**config.mk**
```make
export PLATFORM = sky130hd
export DESIGN_NAME = key_step_conditioner
export DESIGN_NICKNAME = d
export VERILOG_FILES = /design/src/rtl/key_step_pkg.sv /design/src/rtl/key_step_conditioner_debounce.sv /design/src/rtl/key_step_conditioner.sv
export SDC_FILE = /design/constraint.sdc
export NUM_CORES = 1
export LEC_CHECK = 0
export BUFFER_PORTS_ARGS = -buffer_cell sky130_fd_sc_hd__clkbuf_2
export CAP_MARGIN = 20
export CORE_MARGIN = 2
export CORE_UTILIZATION = 64
export CTS_BUF_LIST = sky130_fd_sc_hd__clkbuf_8
export DETAILED_ROUTE_END_ITERATION = 8
export PLACE_DENSITY_LB_ADDON = 0.08
export SKIP_CTS_REPAIR_TIMING = 1
export SLEW_MARGIN = 25
export SYNTH_ARGS = -nofsm -noshare
export SYNTH_HDL_FRONTEND = slang
export SYNTH_SLANG_ARGS = --single-unit
export TNS_END_PERCENT = 30
```
**constraint.sdc**
```tcl
create_clock -name CLK_50M -period 2.07 [get_ports CLK_50M]
set_clock_uncertainty 0.1 [all_clocks]
set_input_delay 0.414 -clock CLK_50M [delete_from_list [all_inputs] [get_ports CLK_50M]]
set_output_delay 0.414 -clock CLK_50M [all_outputs]
set_load 0.05 [all_outputs]
```
**src/rtl/key_step_pkg.sv**
```systemverilog
// +--------------------------------------------------------------------+
// | key_step_pkg : shared types and sizing helpers for key stepping    |
// | Rev 1.0                                                            |
// +--------------------------------------------------------------------+
`default_nettype none

package key_step_pkg;

   typedef enum logic [1:0] {
      IDLE    = 2'd0,
      FIRE    = 2'd1,
      STRETCH = 2'd2,
      HOLD    = 2'd3
   } cond_state_t;

   localparam logic KEY0_VAL = 1'b0;
   localparam logic KEY1_VAL = 1'b1;

   localparam int DEBOUNCE_CYCLES_DEF = 1_000_000;
   localparam int STRETCH_CYCLES_DEF  = 250_000;
   localparam int REPEAT_CYCLES_DEF   = 25_000_000;

   // Width of a counter that must hold values 0 .. n-1.
   function automatic int cnt_w(input int n);
      return (n < 2) ? 1 : $clog2(n);
   endfunction

endpackage

`default_nettype wire

```
**src/rtl/key_step_conditioner_debounce.sv**
```systemverilog
// +--------------------------------------------------------------------+
// | key_debounce : 2-flop synchronizer, polarity normalise, debounce   |
// | Rev 1.0                                                            |
// +--------------------------------------------------------------------+
`default_nettype none

module key_debounce
   import key_step_pkg::*;
#(
   parameter int DEBOUNCE_CYCLES = DEBOUNCE_CYCLES_DEF,
   parameter bit KEY_ACTIVE_LOW  = 1'b1
) (
   input  logic clk,
   input  logic rst_n,
   input  logic key_raw,
   output logic level,
   output logic rise
);

   localparam int             CNT_W    = cnt_w(DEBOUNCE_CYCLES);
   localparam logic [CNT_W-1:0] CNT_LAST = CNT_W'(DEBOUNCE_CYCLES - 1);

   logic [1:0]       sync_q, sync_d;
   logic             level_q, level_d;
   logic             rise_q, rise_d;
   logic [CNT_W-1:0] cnt_q, cnt_d;

   always_comb begin
      // Inverting ahead of the first flop keeps a cleared synchronizer reading "released".
      sync_d  = {sync_q[0], key_raw ^ KEY_ACTIVE_LOW};
      level_d = level_q;
      cnt_d   = '0;
      if (sync_q[1] != level_q) begin
         if (cnt_q == CNT_LAST) begin
            level_d = sync_q[1];
         end else begin
            cnt_d = cnt_q + 1'b1;
         end
      end
      rise_d = level_d & ~level_q;
   end

   always_ff @(posedge clk or negedge rst_n) begin
      if (!rst_n) begin
         sync_q  <= '0;
         level_q <= 1'b0;
         rise_q  <= 1'b0;
         cnt_q   <= '0;
      end else begin
         sync_q  <= sync_d;
         level_q <= level_d;
         rise_q  <= rise_d;
         cnt_q   <= cnt_d;
      end
   end

   assign level = level_q;
   assign rise  = rise_q;

endmodule

`default_nettype wire

```
**src/rtl/key_step_conditioner.sv**
```systemverilog
// +--------------------------------------------------------------------+
// | key_step_conditioner : debounced two-key step strobe / clock pulse |
// | Optional auto-repeat: define KEY_STEP_AUTOREPEAT_EN                |
// | Rev 1.0                                                            |
// +--------------------------------------------------------------------+
`default_nettype none

module key_step_conditioner
   import key_step_pkg::*;
#(
   parameter int DEBOUNCE_CYCLES = DEBOUNCE_CYCLES_DEF,
   parameter int STRETCH_CYCLES  = STRETCH_CYCLES_DEF,
   parameter bit KEY_ACTIVE_LOW  = 1'b1,
   parameter int REPEAT_CYCLES   = REPEAT_CYCLES_DEF
) (
   input  logic CLK_50M,
   input  logic RESET_N,
   input  logic X0,
   input  logic X1,
   output logic STEP,
   output logic BIT_VAL,
   output logic STEP_CLK,
   output logic BUSY
);

   localparam int              ST_W    = cnt_w(STRETCH_CYCLES);
   localparam logic [ST_W-1:0] ST_LAST = ST_W'(STRETCH_CYCLES - 1);

   if (DEBOUNCE_CYCLES < 2 || STRETCH_CYCLES < 1 || REPEAT_CYCLES < 1) begin : g_param_check
      $error("key_step_conditioner: illegal cycle parameter");
   end

   logic lvl0, lvl1, rise0, rise1;

   key_debounce #(
      .DEBOUNCE_CYCLES (DEBOUNCE_CYCLES),
      .KEY_ACTIVE_LOW  (KEY_ACTIVE_LOW)
   ) u_deb0 (
      .clk     (CLK_50M),
      .rst_n   (RESET_N),
      .key_raw (X0),
      .level   (lvl0),
      .rise    (rise0)
   );

   key_debounce #(
      .DEBOUNCE_CYCLES (DEBOUNCE_CYCLES),
      .KEY_ACTIVE_LOW  (KEY_ACTIVE_LOW)
   ) u_deb1 (
      .clk     (CLK_50M),
      .rst_n   (RESET_N),
      .key_raw (X1),
      .level   (lvl1),
      .rise    (rise1)
   );

   cond_state_t     state_q, state_d;
   logic [ST_W-1:0] stretch_cnt_q, stretch_cnt_d;
   logic            bit_val_q, bit_val_d;
   logic            step_q, step_d;
   logic            step_clk_q, step_clk_d;
   logic            busy_q, busy_d;

`ifdef KEY_STEP_AUTOREPEAT_EN
   localparam int              RP_W    = cnt_w(REPEAT_CYCLES);
   localparam logic [RP_W-1:0] RP_LAST = RP_W'(REPEAT_CYCLES - 1);

   logic [RP_W-1:0] rep_cnt_q, rep_cnt_d;
   logic [1:0]      keys_q;
`endif

   always_comb begin
      state_d       = state_q;
      stretch_cnt_d = '0;
      bit_val_d     = bit_val_q;
`ifdef KEY_STEP_AUTOREPEAT_EN
      rep_cnt_d     = '0;
`endif
      case (state_q)
         IDLE: begin
            if (rise0 && rise1) begin
               state_d = HOLD;
            end else if (rise0 ^ rise1) begin
               state_d   = FIRE;
               bit_val_d = rise1 ? KEY1_VAL : KEY0_VAL;
            end
         end
         FIRE: state_d = STRETCH;
         STRETCH: begin
            if (stretch_cnt_q == ST_LAST) begin
               state_d = HOLD;
            end else begin
               stretch_cnt_d = stretch_cnt_q + 1'b1;
            end
         end
         HOLD: begin
            if (!lvl0 && !lvl1) begin
               state_d = IDLE;
`ifdef KEY_STEP_AUTOREPEAT_EN
            end else if ((lvl0 ^ lvl1) && ({lvl1, lvl0} == keys_q)) begin
               // Any change in key levels restarts the repeat interval.
               if (rep_cnt_q == RP_LAST) begin
                  state_d   = FIRE;
                  bit_val_d = lvl1 ? KEY1_VAL : KEY0_VAL;
               end else begin
                  rep_cnt_d = rep_cnt_q + 1'b1;
               end
`endif
            end
         end
         default: state_d = IDLE;
      endcase

      // Outputs are registered from the next state so they cannot glitch.
      step_d     = (state_d == FIRE);
      step_clk_d = (state_d == STRETCH);
      busy_d     = (state_d != IDLE);
   end

   always_ff @(posedge CLK_50M or negedge RESET_N) begin
      if (!RESET_N) begin
         state_q       <= IDLE;
         stretch_cnt_q <= '0;
         bit_val_q     <= 1'b0;
         step_q        <= 1'b0;
         step_clk_q    <= 1'b0;
         busy_q        <= 1'b0;
      end else begin
         state_q       <= state_d;
         stretch_cnt_q <= stretch_cnt_d;
         bit_val_q     <= bit_val_d;
         step_q        <= step_d;
         step_clk_q    <= step_clk_d;
         busy_q        <= busy_d;
      end
   end

`ifdef KEY_STEP_AUTOREPEAT_EN
   always_ff @(posedge CLK_50M or negedge RESET_N) begin
      if (!RESET_N) begin
         rep_cnt_q <= '0;
         keys_q    <= '0;
      end else begin
         rep_cnt_q <= rep_cnt_d;
         keys_q    <= {lvl1, lvl0};
      end
   end
`endif

   assign STEP     = step_q;
   assign BIT_VAL  = bit_val_q;
   assign STEP_CLK = step_clk_q;
   assign BUSY     = busy_q;

endmodule

`default_nettype wire

```
* Word-level counts from Yosys, hierarchy flattened *
Index checks and enable logic that the tools add are counted.
W data, S select, Z words.

storage, ports and cells
  register bits after elaboration = 72
  logic and storage cells = 58
  input port bits = 4

cells by class
  bitwise gates (word level) = 8
  muxes and demuxes = 16
  add/sub/neg operators = 3
  equal/unequal tests = 10
  reductions and logical operators = 7

operators with widths
  operator                 number
  $mux W20                 4
  $add A20 B1 Y20 const B  2
  $eq A20 B20 Y1 const B   2
  $mux W18                 2
  $add A18 B1 Y18 const B  1
  $eq A18 B18 Y1 const B   1
  $mux W2                  4
  $pmux W2 S4              1
  $eq A2 B2 Y1 const B     3
  $mux W1                  5
  $not A1 Y1               5
  $eq A2 B1 Y1 const B     2
  $reduce_and A3 Y1        1
  $and A1 B1 Y1            2
  $logic_and A1 B1 Y1      2
  $logic_not A1 Y1         2
  $logic_not A2 Y1         1
  $ne A1 B1 Y1             2
  $reduce_bool A2 Y1       1
  $xor A1 B1 Y1            1

* Longest topological paths before layout *
  depth in word-level cells = 5
  depth in mapped cells = 7
  depth with buffers taken out = 5

* Cells and area by module *
Synthesis repeated with hierarchy kept, for this count alone.

unflattened totals
  cell total of the unflattened synthesis = 330
  area, all modules = 3,519.6 um^2

by module, submodules not included
  module                area an instance (um^2)  cells an instance  instances  seq. area each (um^2)
  key_debounce          1,188.6                  108                2          600.6
  key_step_conditioner  1,142.3                  114                1          600.6

* Worst setup path after synthesis *
Ideal clock, no wire load.

  path type = reg-to-reg
  start = reg u_deb0.cnt_q[7]
  end = reg u_deb0.cnt_q[17]
  slack = 0.209 ns
  stages on the path, launching flop included = 7
  arrival time = 1.683 ns
  buffers on the path = 2
  period minus slack after synthesis = 1.861 ns
  cells stage by stage = dfrtp_1 -> buf_2 -> nand4_2 -> or3_1 -> buf_2 -> or4_1 -> a21oi_1

between the ends
  word-level cells in the longest chain between the ends = 3
  elaborated cells on any way between the ends = 4
  classes of those cells = 1 x add/sub; 1 x eq/ne; 2 x mux

ends and longest elaborated chain
  what                                                      RTL line                                                                  text
  start, declared                                           key_step_conditioner_debounce.sv:26                                       logic [CNT_W-1:0] cnt_q, cnt_d;
  start signal, assigned                                    key_step_conditioner_debounce.sv:53                                       cnt_q <= cnt_d;
  $add A20 B1 Y20 / $eq A20 B20 Y1 (equally long branches)  key_step_conditioner_debounce.sv:37, key_step_conditioner_debounce.sv:34
  $mux W20 (*)                                              key_step_conditioner_debounce.sv:34                                       if (cnt_q == CNT_LAST) begin
  $mux W20 (*)                                              key_step_conditioner_debounce.sv:33                                       if (sync_q[1] != level_q) begin
  named net u_deb0.cnt_d[17]                                key_step_conditioner_debounce.sv:26

The timed path passes the listed nets; every way through them passes the cells marked *.
A chain may end at the register's enable or synchronous reset.

* Final worst setup path *
  start = reg u_deb0.cnt_q[17]
  end = reg u_deb0.level_q, in the netlist u_deb0.level

between the ends
  word-level cells in the longest chain between the ends = 3

ends and longest elaborated chain
  what                      RTL line                             text
  $eq A20 B20 Y1            key_step_conditioner_debounce.sv:34
  $mux W1                   key_step_conditioner_debounce.sv:34
  $mux W1                   key_step_conditioner_debounce.sv:33
  named net u_deb0.level_d  key_step_conditioner_debounce.sv:24  logic level_q, level_d;
  end signal, assigned      key_step_conditioner_debounce.sv:51  level_q <= level_d;
  end, declared             key_step_conditioner_debounce.sv:24

The timed path passes the listed nets, and every way through them passes these cells.

==> flow_metrics.tcl <==
set metrics [dict create \
    cp-start-kind "flip-flop" \
    crit_fanout 4 \
    design_power_total_mw 2.611 \
    dieArea_sq_mm 0.005977 \
    drt_iter0_drc 154 \
    pin_count 8 \
    design_area_sq_mm 0.003850 \
    drc 0 \
    start_util 0.6692 \
    power.density_mw_per_mm2 678.3 \
    instances_no_fill 442 \
    synth_top_cell_by_area "dfrtp_1" \
    timing.final.max_slew_violations 0 \
    async_flop_share 1.000 \
    rows 26 \
    synthTopCellsByArea "dfrtp_1 52%, nor2_1 5.7%, xnor2_1 5.1%, xor2_1 4.8%, nand3_1 3.3%" \
    grt_max_degree 73 \
    ys.flop_type "dfrtp_1" \
    clock_sinks 72 \
    yosysTopAreaCellShare 0.5238 \
    slew_headroom 0.6294 \
    clkLatencyLatePin_ns 0.35 \
    cts-root-buf "clkbuf_8" \
    port-buffer-count 7 \
    antenna_found_initial 0 \
    power.leakage_nw 1.602 \
    ys_seq_area_frac 0.5238 \
    dr.pass1.iters 4 \
    die_y_um 77.31 \
    violations "negative hold slack" \
    post-route-min-period_ns 1.967 \
    drive_gt1_frac 0.1290 \
    dp_cells 425 \
    yosys-top-cells-count "72 x dfrtp_1, 52 x nor2_1, 23 x nand3_1" \
    period_share 0.9502 \
    vias 2595 \
    final_util 0.7490 \
    clk_path_buf_depth 2 \
    n_antenna_cell 0 \
    first_global_vias 2530 \
    setup_viol 0 \
    core_area_sq_mm 0.005140 \
    nFillCells 372 \
    syn_avg_cell_area_sq_um 9.855 \
    die_w_um 77.31 \
    ant_nets 0 \
    status "finished with violations" \
    grt_overflow 0 \
    drv_cap 0 \
    synth_edf_count 0 \
    ys_ff_latch 72 \
    crit_start "u_deb0.cnt_q[17]" \
    end_kind "flip-flop" \
    wire_per_inst_um 14.47 \
    wl_mm 6.397 \
    arrival_ns 2.10 \
    syn_area_sq_mm 0.003440 \
    hp-class "primary input to asynchronous set/reset pin" \
    worstSetupPathType "flip-flop to flip-flop" \
    syn_inst 349 \
    numCtsBuffers 9 \
    clk_pin_slew_worst_paths_ns 0.07 \
    vdd_ir_drop_max_v 0.0005155 \
    required_ns 2.20 \
    rr_startpoint "u_deb0.cnt_q[17]" \
    nets 375 \
    area_growth_pct 11.93 \
    gp_congestion 0.8255 \
    grt_pass1_wl_mm 11.15 \
    post-synth-top-count-cell "dfrtp_1" \
    synth_cell_types 32 \
    fmax_mhz 508.4 \
    cts_tree "yes" \
    synth_fp_nets 357 \
    hold_ws_ns -0.02162 \
    rsz0062_at_grt "false" \
    timing.setup.tns_ns 0 \
    synth-warning-count 0 \
    ctsHtreeMaxLevel 3 \
    avgViaCountPerCell 5.871 \
    track_usage 0.2374 \
    place_area_sq_mm 0.003617 \
    hold_viol_final 32 \
    tightest_slew_ns 0.5508 \
    hpwl_mm 4.165 \
]
[worst max-delay path, cell delays in order (launching register included)]
cell and delay [ns]:
dfrtp_1 0.39, nand3_1 0.12, or4b_2 0.65, nor3_1 0.22
mux2_2 0.36
[power by group]
group / total [mW] / internal, mW / switching (mW)
logic: 0.0736 / 0.0233 / 0.0503
clock network: 1.10 / 0.610 / 0.493
registers: 1.43 / 1.42 / 0.0152
[cell usage in the layout (no fill, tap or decap), types with 2 or more instances in the layout]
cell type / instances
inv_1: 18
nor4b_1: 5
a31o_2: 2
or4_1: 7
xor2_1: 19
clkbuf_2: 6
and3_1: 5
xnor2_1: 20
o21ai_0: 6
and4_1: 5
clkinv_2: 2
a21oi_1: 17
o31ai_1: 7
dfrtp_1: 72
nand2_1: 18
nor4_1: 9
nor2_1: 52
nand3_1: 22
nor3_1: 10
nand4b_1: 2
and2_1: 2
clkbuf_8: 11
or3_1: 5
ha_1: 4
nand4_1: 15
mux2_2: 3
buf_2: 2
or3_4: 2
buf_4: 11
[registers in the layout, summed over array words and instances, names as in the netlist]
| register | flops |
|---|---|
| u_deb1.rise | 1 |
| u_deb1.sync_q | 2 |
| u_deb1.level | 1 |
| u_deb0.level | 1 |
| u_deb1.cnt_q | 20 |
| BIT_VAL | 1 |
| u_deb0.cnt_q | 20 |
| STEP_CLK | 1 |
| u_deb0.sync_q | 2 |
| u_deb0.rise | 1 |
| stretch_cnt_q | 18 |
| STEP | 1 |
| BUSY | 1 |
| state_q | 2 |
[metrics by stage]
stage / setup WS (ns) / hold WS [ns]
final: 0.1031 / -0.02162
after detailed placement: 0.1017 / 0.2387
after global routing: 0.02211 / 0.02590
after CTS: 0.06945 / -0.002549
after floorplan: 0.2092 / 0.01841
after global placement: 0.1435 / 0.2354
[final timing paths]
path | to | slack (ns) | cells after the start
max | u_deb0.level | 0.10 | 4
min | stretch_cnt_q[16] | -0.02 | 2
max reg2reg | u_deb0.level | 0.10 | 4
min reg2reg | u_deb1.sync_q[1] | 0.25 | 0
max in group asynchronous | u_deb0.rise | 1.58 | 2
min in group CLK_50M | u_deb1.sync_q[0] | 0.10 | 2
[area by class of cell]
| cell class | count | area [sq um] | area share |
|---|---|---|---|
| clock buffer | 11 | 151.4 | 0.03932 |
| clock inverter | 5 | 47.55 | 0.01235 |
| inverter | 16 | 60.06 | 0.01560 |
| multi-input combinational | 248 | 1559 | 0.4049 |
| sequential | 72 | 1802 | 0.4680 |
| tap | 70 | 87.58 | 0.02275 |
| timing repair buffer | 20 | 142.6 | 0.03705 |
[logic make-up after synthesis]
family | Yosys count | synth area share
muxes | 3 | 0.009821
adders and majority gates | 4 | 0.01455
and+or+nand+nor | 166 | 0.2550
AOI/OAI and AO/OA | 36 | 0.06330
buffers and inverters | 29 | 0.03419
xor gates and xnor gates | 39 | 0.09931
DFF | 72 | 0.5238
[layer usage]
layer  track usage  wire length (um)  vias up
met3       0.04588               210       14
met2        0.3748              2976       54
met5             0                 0        -
li1              -                 -     1273
met4        0.1196               155        0
met1        0.3149              3054     1254
Note: power is estimated with default switching activity, not from simulation.
